$ cat config.mk
export PLATFORM = sky130hd
export DESIGN_NAME = usb_rx
export DESIGN_NICKNAME = d
export VERILOG_FILES = /design/src/rtl/usb_rx.sv
export SDC_FILE = /design/constraint.sdc
export NUM_CORES = 1
export LEC_CHECK = 0
export BUFFER_PORTS_ARGS = -buffer_cell sky130_fd_sc_hd__buf_2
export CORE_MARGIN = 5
export CORE_UTILIZATION = 60
export CTS_CLUSTER_SIZE = 12
export DETAILED_ROUTE_END_ITERATION = 10
export PLACE_DENSITY = 0.78
export SETUP_SLACK_MARGIN = 0.15
export SLEW_MARGIN = 5
export SYNTH_ARGS = -nofsm -noshare
export SYNTH_HDL_FRONTEND = slang
export SYNTH_SLANG_ARGS = --single-unit
$ cat constraint.sdc
create_clock -name clk -period 5.2 [get_ports clk]
set_input_delay 1.04 -clock clk [delete_from_list [all_inputs] [get_ports clk]]
set_output_delay 1.04 -clock clk [all_outputs]
set_load 0.01 [all_outputs]
$ cat src/rtl/usb_rx.sv
// usb_rx: full-speed USB receiver front end and packet decoder.
//
// This module recovers bit timing from the raw D+/D- pair. It then NRZI-decodes
// the line and removes stuffed bits. After that it finds SYNC, checks the PID
// and deserializes bytes LSB-first.
//
// Data-packet payload goes into the shared packet buffer. The two trailing
// CRC16 bytes are held back and then dropped.
//
// Ports:
//   clk                  system clock (CLKS_PER_BIT clocks per USB bit)
//   rst                  synchronous active-high reset
//   dplus_in/dminus_in   raw bus lines, asynchronous to clk
//   buffer_occupancy     current packet-buffer byte count
//   rx_packet            last accepted PID (1 DATA0, 2 DATA1, 3 ACK, 4 NAK,
//                        5 STALL, 6 IN, 7 OUT, 0 none)
//   rx_data_ready        one-cycle pulse: packet ended cleanly
//   rx_transfer_active   high from SYNC detect to end of packet
//   rx_error             sticky error flag, cleared at the next SYNC
//   flush                one-cycle buffer clear on DATA PID accept
//   store_rx_packet_data one-cycle buffer write strobe
//   rx_packet_data       byte qualified by store_rx_packet_data
module usb_rx #(
    parameter int unsigned CLKS_PER_BIT = 4,
    parameter int unsigned MAX_PAYLOAD  = 64
) (
    input  logic       clk,
    input  logic       rst,
    input  logic       dplus_in,
    input  logic       dminus_in,
    input  logic [6:0] buffer_occupancy,
    output logic [2:0] rx_packet,
    output logic       rx_data_ready,
    output logic       rx_transfer_active,
    output logic       rx_error,
    output logic       flush,
    output logic       store_rx_packet_data,
    output logic [7:0] rx_packet_data
);

    localparam int unsigned   CW      = (CLKS_PER_BIT > 1) ? $clog2(CLKS_PER_BIT) : 1;
    localparam logic [CW-1:0] HALF    = CW'(CLKS_PER_BIT / 2);
    localparam logic [CW-1:0] LAST    = CW'(CLKS_PER_BIT - 1);
    localparam logic [6:0]    MAX_OCC = 7'(MAX_PAYLOAD);

    localparam logic [1:0] LS_J   = 2'b10;
    localparam logic [1:0] LS_K   = 2'b01;
    localparam logic [1:0] LS_SE0 = 2'b00;

    typedef enum logic [2:0] {
        IDLE,
        SYNC,
        PID,
        TOKEN,
        DATA,
        HS_EOP,
        EOP,
        ERR_WAIT
    } state_t;

    // ------------------------------------------------------------------
    // Input synchronizers and bit-timing recovery
    // ------------------------------------------------------------------
    logic          dp_meta_q, dp_sync_q, dm_meta_q, dm_sync_q;
    logic [1:0]    ls_sync;
    logic [1:0]    ls_q;
    logic [CW-1:0] cnt_q, cnt_d;

    assign ls_sync = {dp_sync_q, dm_sync_q};

    // The phase counter restarts on every line transition. The sample point
    // therefore sits half a bit after the most recent edge.
    always_comb begin
        if (ls_sync != ls_q) begin
            cnt_d = '0;
        end else if (cnt_q == LAST) begin
            cnt_d = '0;
        end else begin
            cnt_d = cnt_q + 1'b1;
        end
    end

    always_ff @(posedge clk) begin
        if (rst) begin
            dp_meta_q <= 1'b1;
            dp_sync_q <= 1'b1;
            dm_meta_q <= 1'b0;
            dm_sync_q <= 1'b0;
            ls_q      <= LS_J;
            cnt_q     <= '0;
        end else begin
            dp_meta_q <= dplus_in;
            dp_sync_q <= dp_meta_q;
            dm_meta_q <= dminus_in;
            dm_sync_q <= dm_meta_q;
            ls_q      <= ls_sync;
            cnt_q     <= cnt_d;
        end
    end

    // ------------------------------------------------------------------
    // Sample classification, NRZI decode, unstuffing
    // ------------------------------------------------------------------
    state_t     state_q;
    logic       prev_lvl_q;
    logic [2:0] ones_q;
    logic [2:0] bitcnt_q;
    logic [7:0] sr_q;
    logic [1:0] bytecnt_q;
    logic [1:0] held_q;
    logic [7:0] hold0_q, hold1_q;
    logic [1:0] se0cnt_q;
    logic [2:0] jcnt_q;

    logic [2:0] pkt_q;
    logic       ready_q, active_q, err_q, flush_q, store_q;
    logic [7:0] data_q;

    logic       samp, is_j, is_k, is_se0, is_inv, is_jk;
    logic       nrzi_bit, stuff_slot, bit_valid, stuff_err;
    logic       byte_done, store_try, pid_ok, err_ev;
    logic [7:0] new_byte;
    logic [2:0] pid_dec;

    function automatic logic [2:0] pid_code(input logic [3:0] p);
        case (p)
            4'b0011: pid_code = 3'd1;  // DATA0
            4'b1011: pid_code = 3'd2;  // DATA1
            4'b0010: pid_code = 3'd3;  // ACK
            4'b1010: pid_code = 3'd4;  // NAK
            4'b1110: pid_code = 3'd5;  // STALL
            4'b1001: pid_code = 3'd6;  // IN
            4'b0001: pid_code = 3'd7;  // OUT
            default: pid_code = 3'd0;  // SETUP, SOF, reserved
        endcase
    endfunction

    assign samp       = (cnt_q == HALF);
    assign is_j       = (ls_q == LS_J);
    assign is_k       = (ls_q == LS_K);
    assign is_se0     = (ls_q == LS_SE0);
    assign is_inv     = (ls_q == 2'b11);
    assign is_jk      = is_j | is_k;
    assign nrzi_bit   = (ls_q[1] == prev_lvl_q);
    assign stuff_slot = (ones_q == 3'd6);
    assign bit_valid  = samp & is_jk & ~stuff_slot;
    assign stuff_err  = samp & is_jk & stuff_slot & nrzi_bit;
    assign byte_done  = bit_valid & (bitcnt_q == 3'd7);
    assign new_byte   = {nrzi_bit, sr_q[7:1]};
    assign pid_dec    = pid_code(new_byte[3:0]);
    assign pid_ok     = (new_byte[3:0] == ~new_byte[7:4]) && (pid_dec != 3'd0);
    assign store_try  = (state_q == DATA) & byte_done & (held_q == 2'd2);

    // A single error condition for the current sample. It takes priority over
    // every state action, so a byte that errors is never stored.
    always_comb begin
        err_ev = 1'b0;
        if (samp && state_q != IDLE && state_q != ERR_WAIT) begin
            if (is_inv || stuff_err) begin
                err_ev = 1'b1;
            end else begin
                case (state_q)
                    SYNC: begin
                        // seven 0s, then a final 1
                        if (is_se0 || (bit_valid && (nrzi_bit != (bitcnt_q == 3'd7)))) begin
                            err_ev = 1'b1;
                        end
                    end
                    PID: begin
                        if (is_se0 || (byte_done && !pid_ok)) begin
                            err_ev = 1'b1;
                        end
                    end
                    TOKEN: begin
                        if (is_se0) begin
                            err_ev = (bytecnt_q != 2'd2) || (bitcnt_q != 3'd0);
                        end else if (bit_valid && bytecnt_q == 2'd2) begin
                            err_ev = 1'b1;
                        end
                    end
                    DATA: begin
                        if (is_se0) begin
                            err_ev = (held_q != 2'd2) || (bitcnt_q != 3'd0);
                        end else if (store_try && buffer_occupancy >= MAX_OCC) begin
                            err_ev = 1'b1;
                        end
                    end
                    HS_EOP: begin
                        if (is_se0) begin
                            err_ev = (bitcnt_q != 3'd0);
                        end else if (bit_valid) begin
                            err_ev = 1'b1;
                        end
                    end
                    EOP: begin
                        if (is_k || (is_se0 && se0cnt_q == 2'd3) || (is_j && se0cnt_q < 2'd2)) begin
                            err_ev = 1'b1;
                        end
                    end
                    default: err_ev = 1'b0;
                endcase
            end
        end
    end

    // ------------------------------------------------------------------
    // Packet FSM with registered outputs
    // ------------------------------------------------------------------
    always_ff @(posedge clk) begin
        if (rst) begin
            state_q    <= IDLE;
            prev_lvl_q <= 1'b1;
            ones_q     <= '0;
            bitcnt_q   <= '0;
            sr_q       <= '0;
            bytecnt_q  <= '0;
            held_q     <= '0;
            hold0_q    <= '0;
            hold1_q    <= '0;
            se0cnt_q   <= '0;
            jcnt_q     <= '0;
            pkt_q      <= '0;
            ready_q    <= 1'b0;
            active_q   <= 1'b0;
            err_q      <= 1'b0;
            flush_q    <= 1'b0;
            store_q    <= 1'b0;
            data_q     <= '0;
        end else begin
            ready_q <= 1'b0;
            flush_q <= 1'b0;
            store_q <= 1'b0;

            if (samp && is_jk) begin
                prev_lvl_q <= ls_q[1];
            end

            // The run of 1s is tracked only inside a packet. The final 1 of
            // SYNC counts toward the run.
            if (samp) begin
                if (!is_jk || state_q == IDLE || state_q == ERR_WAIT || stuff_slot) begin
                    ones_q <= '0;
                end else if (nrzi_bit) begin
                    ones_q <= ones_q + 3'd1;
                end else begin
                    ones_q <= '0;
                end
            end

            if (err_ev) begin
                state_q  <= ERR_WAIT;
                err_q    <= 1'b1;
                active_q <= 1'b0;
                jcnt_q   <= '0;
            end else if (samp) begin
                case (state_q)
                    IDLE: begin
                        // This first K is the first SYNC bit.
                        if (is_k) begin
                            state_q  <= SYNC;
                            active_q <= 1'b1;
                            err_q    <= 1'b0;
                            bitcnt_q <= 3'd1;
                        end
                    end
                    SYNC: begin
                        if (bit_valid) begin
                            bitcnt_q <= bitcnt_q + 3'd1;
                            if (bitcnt_q == 3'd7) begin
                                state_q <= PID;
                            end
                        end
                    end
                    PID: begin
                        if (bit_valid) begin
                            bitcnt_q <= bitcnt_q + 3'd1;
                            sr_q     <= new_byte;
                        end
                        if (byte_done) begin
                            pkt_q     <= pid_dec;
                            bytecnt_q <= '0;
                            held_q    <= '0;
                            if (pid_dec == 3'd1 || pid_dec == 3'd2) begin
                                state_q <= DATA;
                                flush_q <= 1'b1;
                            end else if (pid_dec >= 3'd6) begin
                                state_q <= TOKEN;
                            end else begin
                                state_q <= HS_EOP;
                            end
                        end
                    end
                    TOKEN: begin
                        if (is_se0) begin
                            state_q  <= EOP;
                            se0cnt_q <= 2'd1;
                        end else if (bit_valid) begin
                            bitcnt_q <= bitcnt_q + 3'd1;
                            if (byte_done) begin
                                bytecnt_q <= bytecnt_q + 2'd1;
                            end
                        end
                    end
                    DATA: begin
                        if (is_se0) begin
                            // The two held bytes are the CRC16 and are dropped.
                            state_q  <= EOP;
                            se0cnt_q <= 2'd1;
                        end else if (bit_valid) begin
                            bitcnt_q <= bitcnt_q + 3'd1;
                            sr_q     <= new_byte;
                            if (byte_done) begin
                                case (held_q)
                                    2'd0: begin
                                        hold0_q <= new_byte;
                                        held_q  <= 2'd1;
                                    end
                                    2'd1: begin
                                        hold1_q <= new_byte;
                                        held_q  <= 2'd2;
                                    end
                                    default: begin
                                        store_q <= 1'b1;
                                        data_q  <= hold0_q;
                                        hold0_q <= hold1_q;
                                        hold1_q <= new_byte;
                                    end
                                endcase
                            end
                        end
                    end
                    HS_EOP: begin
                        if (is_se0) begin
                            state_q  <= EOP;
                            se0cnt_q <= 2'd1;
                        end
                    end
                    EOP: begin
                        if (is_se0) begin
                            se0cnt_q <= se0cnt_q + 2'd1;
                        end else if (is_j) begin
                            state_q  <= IDLE;
                            ready_q  <= 1'b1;
                            active_q <= 1'b0;
                        end
                    end
                    ERR_WAIT: begin
                        if (is_j) begin
                            jcnt_q <= jcnt_q + 3'd1;
                            if (jcnt_q == 3'd7) begin
                                state_q <= IDLE;
                            end
                        end else begin
                            jcnt_q <= '0;
                        end
                    end
                    default: state_q <= IDLE;
                endcase
            end
        end
    end

    assign rx_packet            = pkt_q;
    assign rx_data_ready        = ready_q;
    assign rx_transfer_active   = active_q;
    assign rx_error             = err_q;
    assign flush                = flush_q;
    assign store_rx_packet_data = store_q;
    assign rx_packet_data       = data_q;

endmodule

==> metrics <==
I/O Pins 27; Synth Area in Compound Gates 0.223; vias per inst 6.26; met1 usage 0.330; Initial Utilization 0.617; total of max-cap violations 0; post-route ant nets 0; CP Buf/Inv Count 1; Hold-fix buffers, CTS 0; Synth Flop Type dfxtp_1; Filler Cells Inserted 507; power density cells 263 nW/um^2; layout cells sized above 1 0.143; Cell Count, Final, Fillers Out 522; Final #Nets 468; Simple-Gate Fraction of Synth Area 0.235; status completed; Reg clk slew, reported paths 0.07 ns; Ys Warns 0; XOR/XNOR Fraction of Synth Area 0.0281; Critical Path RT 5.41 ns; largest net degree at the start of global routing 46; combinational family with the most area after synthesis simple AND/OR/NAND/NOR gates; met2 global-route usage 0.347; Mapped Cells 442; largest cells by area after synthesis dfxtp_1 36%, a21oi_1 7.0%, o21ai_0 5.8%; share of synthesized flip-flops with an asynchronous set or reset 0; final worst path period need 3.37 ns; CTS Buf Count 9; critical-path maximum fanout 17; fin worst setup slack 1.83 ns; post_cts resized 0; TritonRoute pass-1 iters 5; Die Y 88.0 um; global-route wire length before repair 14300 um; num rows 28; synthesized area 3650 um^2; GRT overflow 0; Setup Crit Path Kind reg -> reg; total track usage 0.234; Hold Vio Cnt, Final 0; GP Congestion 0.914; Peak VDD IR 0.170 mV; clk_skew 0.0102 ns; Die ar. 7740 um^2; Seq/Total Area, Yosys 0.362; area of the multi-input gates 2120 um^2; per-cell routed wire length 15.9 um; HP Class reg -> reg; post-synthesis adder-cell area fraction 0.0514; Register Area 1320 um^2; vias in the first global route 2922; Placed Area 3720 um^2; setup violators final 0; Vias 3270; Synth top area share 0.362; clock root buffer clkbuf_8; Startpoint Class register; Yosys cell types 64; RSZ-0062 raised after global routing no; H-tree depth 3; Synth Net Count 468; setup TNS 0 ns; mux cell area share after synthesis 0.0391; Max Root-Sink Buffers 2; placed cell count 506; Synth area leader dfxtp_1; P&R area growth vs syn 8.02%; Seq cells post-synth 66; worst path arrival time 3.58 ns; width of the die 88.0 um; Post-CTS Setup Bufs 0; # DRC 0; Clock Latency Late Sink 0.35 ns; Critical Path Slowest Stage Cell o221ai_1; clock sink total 66; pre-CTS setup slack 1.99 ns; n_diodes 0; Post-synth EDFFs 0; Slew @ Worst Pin 0.893 ns; syn_area_per_cell 8.26 um^2; WHS 0.414 ns; met3 GRT Util 0.0659; CP Capture Type register; final WL 8310 um; IO buf count 20; Final Cell Area 3940 um^2; Largest delay share family, worst path compound AO/OA/AOI/OAI gates; CP max stage delay 0.71 ns; Post-DP HPWL 5630 um; CTS tree done; max-slew violations 0; period utilisation layout 0.649; Most Crowded Layer GR met2; Leak 1.44 nW; Core Box Area 5920 um^2; Initial DRC Count 373; worst rel slew slack 0.405; initial antenna violation count 0; Critical Path, Cell by Cell inv_1 > ha_1 > o41a_1 > o221ai_1 > a21boi_0 > o21ai_0 > a31oi_1; Max Clk Rate 296 MHz
[layer usage]
layer	share of wire	wire, um	up-vias
li1	-	-	1618
met1	0.46	3830	1523
met2	0.45	3720	117
met3	0.078	651	12
met4	0.013	108	0
met5	0	0	-
[through the flow]
stage | utilization | power, W
2_1_floorplan | - | 0.000553
3_3_place_gp | 0.628 | 0.000563
3_5_place_dp | 0.628 | 0.000565
4_1_cts | 0.666 | 0.00105
5_1_grt | 0.666 | 0.00108
6_report | 0.666 | 0.00104
[cells by family after synthesis]
group / Yosys count
xor gates and xnor gates: 10
buffers and inverters: 50
adders and majority gates: 15
and+or+nand+nor: 154
muxes: 13
DFF: 66
AOI/OAI and AO/OA: 134
[worst paths after layout]
path / start / endpoint / slack (ns) / cells past startpoint
setup / recovery: ls_q[1] / state_q[1] / 1.83 / 7
hold reg to reg: dp_meta_q / dp_sync_q / 0.41 / 1
setup reg to reg: ls_q[1] / state_q[1] / 1.83 / 7
hold / removal: dp_meta_q / dp_sync_q / 0.41 / 1
[Yosys cell counts (all sizes together), types with 3 or more instances]
library cell / instances
or2: 4
nor2: 20
ha: 15
a21oi: 51
nor2b: 9
mux2: 10
dfxtp: 66
nand3b: 3
clkbuf: 17
xor2: 6
nand3: 42
nand2: 16
mux2i: 3
buf: 18
nor3: 17
and4: 3
o31ai: 4
o21ai: 43
a211oi: 3
inv: 14
a21boi: 3
a311oi: 3
and2: 5
nor3b: 4
nand4: 6
nand2b: 6
xnor2: 3
a31oi: 6
or4: 3
and3: 5
[area by class of cell]
cell class | count | area share
Multi-Input combinational cell | 326 | 0.537
Sequential cell | 66 | 0.335
Timing Repair Buffer | 24 | 0.0330
Clock buffer | 9 | 0.0314
Clock inverter | 7 | 0.0257
Tap cell | 75 | 0.0238
Inverter | 15 | 0.0143
[cells in the final DEF (no fill, tap or decap), types with 4 or more instances in the layout]
| cell type | instances |
|---|---|
| a21oi_1 | 51 |
| and3_1 | 5 |
| ha_1 | 15 |
| or2_2 | 4 |
| nand2_1 | 16 |
| inv_1 | 14 |
| and2_1 | 5 |
| mux2_2 | 10 |
| nor2_1 | 19 |
| xor2_1 | 6 |
| o31ai_1 | 4 |
| nand3_1 | 41 |
| nor3_1 | 16 |
| buf_2 | 20 |
| dfxtp_1 | 66 |
| a31oi_1 | 6 |
| nand4_1 | 6 |
| nor2b_1 | 9 |
| buf_4 | 4 |
| o21ai_0 | 42 |
| nand2b_1 | 6 |
| clkbuf_8 | 9 |
[power by group]
group	total, W	switching [W]	internal (W)
Sequential	0.000512	0.00000296	0.000509
Clock	0.000484	0.000211	0.000273
Combinational	0.0000408	0.0000263	0.0000145
[state kept, by name (all words and copies together), names as in the netlist, 3 cells and up]
signal          cells
hold0_q             8
rx_packet           3
ones_q              3
rx_packet_data      8
bitcnt_q            3
sr_q                7
jcnt_q              3
state_q             3
hold1_q             8
Power figures use the tool's default switching activity.
